$ cat src/rtl/fifo_arb_pkg.sv
// fifo_arb_pkg: shared types and constants for the FIFO write arbiter
package fifo_arb_pkg;
   typedef enum logic {IDLE, GRANT} state_t;
   localparam int STALL_CNT_W = 16;
   localparam int BURST_DEF = 4;
endpackage

$ cat src/rtl/fifo_wr_arb_rr_pick.sv
// rr_pick: cyclic first-set search over a request vector, starting just after last
module rr_pick #(
   parameter int NREQ = 4
) (
   input  logic [NREQ-1:0]         req,
   input  logic [$clog2(NREQ)-1:0] last,
   output logic                    found,
   output logic [$clog2(NREQ)-1:0] idx
);
   localparam int IW = $clog2(NREQ);
   // scan from the far end so the nearest set bit after last wins
   always_comb begin
      idx = '0;
      for (int i = NREQ; i >= 1; i--) begin
         if (req[(int'(last) + i) % NREQ]) idx = IW'((int'(last) + i) % NREQ);
      end
   end
   assign found = |req;
endmodule

$ cat src/rtl/fifo_wr_arb.sv
// fifo_wr_arb: round-robin burst arbiter feeding one FIFO write port.
// Define FIFO_ARB_STALL_CNT_EN to build the saturating full-stall counter.
module fifo_wr_arb
   import fifo_arb_pkg::*;
#(
   parameter int DWIDTH = 8,
   parameter int NREQ = 4,
   parameter int BURST = BURST_DEF
) (
   input  logic                     clk_i,
   input  logic                     rstn_i,
   input  logic [NREQ-1:0]          req_valid_i,
   input  logic [NREQ*DWIDTH-1:0]   req_data_i,
   output logic [NREQ-1:0]          req_ready_o,
   input  logic                     fifo_full_i,
   output logic                     fifo_wr_o,
   output logic [DWIDTH-1:0]        fifo_wrdata_o,
   output logic                     grant_valid_o,
   output logic [$clog2(NREQ)-1:0]  grant_o,
   output logic [STALL_CNT_W-1:0]   stall_cnt_o
);
   localparam int IW = $clog2(NREQ);
   localparam int BW = $clog2(BURST + 1);
   state_t          state;
   logic [IW-1:0]   grant_q, last_q, pick_idx;
   logic [BW-1:0]   beat_cnt;
   logic            pick_found, cur_valid, beat, rel;
   rr_pick #(.NREQ(NREQ)) u_pick (
      .req   (req_valid_i),
      .last  (last_q),
      .found (pick_found),
      .idx   (pick_idx)
   );
   assign cur_valid     = req_valid_i[grant_q];
   assign beat          = state == GRANT && cur_valid && !fifo_full_i;
   assign rel           = !cur_valid || (beat && beat_cnt == BW'(BURST - 1));
   assign req_ready_o   = (state == GRANT && !fifo_full_i) ? NREQ'(1) << grant_q : '0;
   assign fifo_wr_o     = beat;
   assign fifo_wrdata_o = state == GRANT ? req_data_i[grant_q*DWIDTH +: DWIDTH] : '0;
   assign grant_valid_o = state == GRANT;
   assign grant_o       = grant_q;
   // last_q == grant_q while granted, so a pick equal to grant_q means nobody else is asking
   always_ff @(posedge clk_i or negedge rstn_i) begin
      if (!rstn_i) begin
         state    <= IDLE;
         grant_q  <= '0;
         last_q   <= IW'(NREQ - 1);
         beat_cnt <= '0;
      end else if (state == IDLE || rel) begin
         state <= pick_found ? GRANT : IDLE;
         if (pick_found) begin
            grant_q  <= pick_idx;
            last_q   <= pick_idx;
            beat_cnt <= '0;
         end
      end else if (beat) begin
         beat_cnt <= beat_cnt + 1'b1;
      end
   end
`ifdef FIFO_ARB_STALL_CNT_EN
   logic [STALL_CNT_W-1:0] stall_q;
   always_ff @(posedge clk_i or negedge rstn_i) begin
      if (!rstn_i) stall_q <= '0;
      else if (state == GRANT && cur_valid && fifo_full_i && stall_q != '1) stall_q <= stall_q + 1'b1;
   end
   assign stall_cnt_o = stall_q;
`else
   assign stall_cnt_o = '0;
`endif
endmodule

$ cat config.mk
export PLATFORM = sky130hd
export DESIGN_NAME = fifo_wr_arb
export DESIGN_NICKNAME = d
export VERILOG_FILES = /design/src/rtl/fifo_arb_pkg.sv /design/src/rtl/fifo_wr_arb_rr_pick.sv /design/src/rtl/fifo_wr_arb.sv
export SDC_FILE = /design/constraint.sdc
export NUM_CORES = 1
export LEC_CHECK = 0
export BUFFER_PORTS_ARGS = -buffer_cell sky130_fd_sc_hd__buf_2
export CAP_MARGIN = 40
export CORE_MARGIN = 2
export CORE_UTILIZATION = 41
export CTS_CLUSTER_DIAMETER = 150
export DETAILED_ROUTE_END_ITERATION = 6
export GPL_TIMING_DRIVEN = 0
export PLACE_DENSITY = 0.93
export SYNTH_ARGS = -nofsm -noshare
export SYNTH_HDL_FRONTEND = slang
export SYNTH_SLANG_ARGS = --single-unit
export TNS_END_PERCENT = 30
$ cat constraint.sdc
create_clock -name clk_i -period 3.49 [get_ports clk_i]
set_input_delay 0 -clock clk_i [delete_from_list [all_inputs] [get_ports clk_i]]
set_output_delay 0 -clock clk_i [all_outputs]
set_load 0.03 [all_outputs]
==> out/results.env <==
ROUTE.ANTENNA.REMAINING_NETS=0
CORE_UM2=1960
YS_DOMINANT_REG_CELL='dfrtp_1'
FIRST_GLOBAL_VIAS=900
CLKSINKCOUNT=8
CRITPATHBUFINV=3
YS.WARNINGS.COUNT=0
VIAS=917
WORST_SETUP_HOLD_PATH_CLK_SLEW_PS=60
DRT-WIRELENGTH-PER-CELL_UM=13.8
TIMING.CRITICAL_PATH.SLOWEST_STAGE_CELL='mux4_2'
SYNTH.MOST_COMMON_CELL='buf_4'
LEAKAGE_uW=0.000661
CLKLATENCYLATEPIN_PS=260
PORT_BUFFERS=54
H_TREE_LVLS=1
DETAIL_ROUTE.FIRST_PASS.ITERATIONS=4
TIMING.SETUP.TNS_PS=0
CRITICAL_PATH.STARTPOINT_TYPE='register'
INITIALDRTVIOLATIONCOUNT=11
SETUP-VIOLATIONS-FINAL=0
SETUP.WORST_PATH.END_CLASS='primary output'
POST_CTS.RESIZED_INSTANCES=0
MIN_PERIOD_OVER_PERIOD_PCT=60.1
NNETSFINAL=204
CRIT_ARRIVAL_PS=2100
PWR_DENSITY_CELL_nW_PER_UM2=706
GROUTE.USAGE.OVERALL_PCT=22.3
GRT_FIRST_PASS_WIRELENGTH_UM=4110
CRITPATHMAXFANOUT=10
CRITICAL-PATH-TOP-DELAY-FAMILY='buffers and inverters'
POSTSYNTH.ASYNCRESETSHARE_PCT=100
HOLD_END='grant_valid_o'
PLACED_CELLS_INCL_TAPS=184
POST-ROUTE-DRC-COUNT=0
FRACTION_OF_POST_SYNTHESIS_CELL_AREA_IN_THE_TOP_CELL_TYPE_BY_AREA_PCT=23.8
FINAL_MAX_SLEW_VIOL_COUNT=0
MAX-CLOCK-PATH-BUFFERS=2
REG2REG_SLACK_PS=1590
HOLD-PATH-CELL-COUNT=3
CRITICAL_PATH.REG2REG.STARTPOINT='grant_o[1]'
SYNTH.YOSYS.SEQ_AREA_SHARE_PCT=23.8
TIMING_LIMITED_MAXIMUM_FREQUENCY_MHz=476
ANTENNA-DIODE-COUNT=0
INITIAL_CORE_UTIL_PCT=43.5
MIN_DELAY_STARTPOINT='req_valid_i[2]'
CRIT_TOP_CELL='buf_2'
FILL_CELLS=168
ROW_COUNT=16
SYN_AREA_UM2=853
YS_SEQ_ELEMENTS=8
CHIPHEIGHT_UM=49.6
WORST-ENDPOINT-REQUIRED_PS=3490
CRIT_CHAIN='clkbuf_1 > buf_2 > mux4_2 > and2_1 > buf_2'
CRITICALPATHCATEGORY='reg -> out'
CTS-ROOT-BUF='clkbuf_4'
BIGGEST_AREA_CONSUMER_AMONG_SYNTHESIZED_CELLS='mux4_2'
TIGHTESTPINTRANSITION_PS=626
TOTAL_POWER_uW=882
DRT_WL_TOTAL_UM=2610
SYN-MEAN-INSTANCE-AREA_UM2=9.70
MIN_PATH_TYPE='in -> reg'
CRITPATHMAXSTAGEDELAY_PS=530
CLK_SKEW_PS=5.31
LAYOUT-DRIVE-GT1-SHARE_PCT=53.1
MAXIMUM_NUMBER_OF_PINS_ON_ONE_NET_BEFORE_GLOBAL_ROUTE_REPAIR=11
DIE_AREA_UM2=2460
SYNTH.AREA.TOP_CELLS='mux4_2 (24%), dfrtp_1 (18%), buf_4 (14%)'
LAYOUT-AREA-OVERHEAD-VS-SYNTH_PCT=46.5
GLOBALROUTE.TOTALOVERFLOW=0
IO_PINS=71
MAX-CAP-VIOLATIONS=0
DETAILEDPLACEMENTHPWL_UM=2220
POSTSYNTHCELLCOUNT=88
POST_SYNTH_NUM_CELL_TYPES=28
VDD.IR_DROP.WORST_uV=316
GRT_SETUP_UNREPAIRED='no'
YS_TOP_CELLS_BY_COUNT='buf_4 (16), and2_1 (9), mux4_2 (9)'
ANTENNA_FOUND_INITIAL=0
WEIGHTED_CONGESTION_REPORTED_AT_THE_END_OF_ROUTABILITY_DRIVEN_PLACEMENT=0.768
CRIT-REG2REG-CAPTURE='grant_o[0]'
FINALWORSTSETUPSLACK_PS=1390
DIE_X_UM=49.6
POST-ROUTE-UTIL_PCT=63.7
TRITONCTS='built'
SYNTH_EDF_COUNT=0
POST_CTS.REPAIR.SETUP_BUFFERS=0
PRE_CTS_WS_PS=1630
MIN_PERIOD_PS=2100
REG2REG_DEPTH=4
SLEW-LIMIT-HEADROOM_PCT=57.9
STDCELL_COUNT=189
NUMCTSBUFFERS=3
OUTCOME='finished, final reports clean'
VIA_PER_INST=4.85
HOLD_VIOLATIONS=0
[worst max-delay path by stage]
stage | to | slack (ps) | from | cells after the start
after global routing | fifo_wrdata_o[3] | 1290 | grant_o[0] | 5
after global placement | fifo_wrdata_o[2] | 1740 | grant_o[0] | 5
after detailed placement | grant_o[0] | 1630 | grant_o[1] | 4
after floorplan | fifo_wrdata_o[2] | 1670 | grant_o[0] | 4
after CTS | fifo_wrdata_o[2] | 1360 | grant_o[0] | 5
final | fifo_wrdata_o[2] | 1390 | grant_o[0] | 5
[state kept, by name (all words and copies together), names as in the netlist]
register,cells
last_q,2
beat_cnt,3
grant_o,2
grant_valid_o,1
[final cells by class]
| type | instances | area, um^2 | area share (%) |
|---|---|---|---|
| tap | 27 | 33.8 | 2.70 |
| buffer | 20 | 136 | 10.9 |
| clock buffer | 4 | 26.3 | 2.10 |
| multi-input combinational | 72 | 559 | 44.7 |
| timing repair buffer | 55 | 280 | 22.4 |
| inverter | 3 | 11.3 | 0.901 |
| sequential | 8 | 203 | 16.2 |
[cell families (layout without fill, tap and decap cells)]
group                      count (synthesis)  count (layout)  share of synthesized area (%)
buffers and inverters                     23              82                           17.3
DFF                                        8               8                           23.8
and+or+nand+nor                           33              33                           21.7
adders and majority gates                  2               2                           2.93
other                                      1              16                          0.439
muxes                                      9               9                           23.8
AOI/OAI and AO/OA                         12              12                           10.1
[timing repair]
action / in CTS / in global routing
hold buffers: 1 / 0
setup endpoints to repair: 0 / 0
hold endpoints to repair: 8 / 0
[stage by stage]
step | hold slack [ps] | instance area (um^2)
2_1_floorplan | -296 | 910
3_3_place_gp | -157 | 1210
3_5_place_dp | -148 | 1210
4_1_cts | 31.3 | 1250
5_1_grt | 59.8 | 1250
6_report | 33.0 | 1250
[tightest hold or removal path, cell delays in order]
cell and delay [ps]:
buf_2 120, nor4_1 90, inv_1 60
[power breakdown]
group | total (uW) | internal [uW] | switching (uW)
clock network | 80.9 | 44.1 | 36.9
logic | 630 | 265 | 366
registers | 171 | 136 | 34.7
total | 882 | 445 | 437
[layout by cell type, fill, tap and decap left out, drive strengths merged, types with 2 or more instances in the layout]
cell    count
buf        71
conb       16
mux4        9
and2        9
clkbuf      7
dfrtp       6
nand2       5
o21ai       5
nor2        4
nor2b       3
inv         3
nand2b      3
nand3       3
o21a        2
ha          2
dfstp       2
[routing by layer]
layer / wire, um / up-vias / share of wire [%] / global-route usage, %
li1: - / 432 / - / -
met1: 904 / 420 / 35 / 21.1
met2: 1340 / 55 / 51 / 42.0
met3: 255 / 10 / 9.8 / 5.15
met4: 105 / 0 / 4.0 / 14.8
met5: 0 / - / 0 / 0
(Power assumes the default switching activity.)
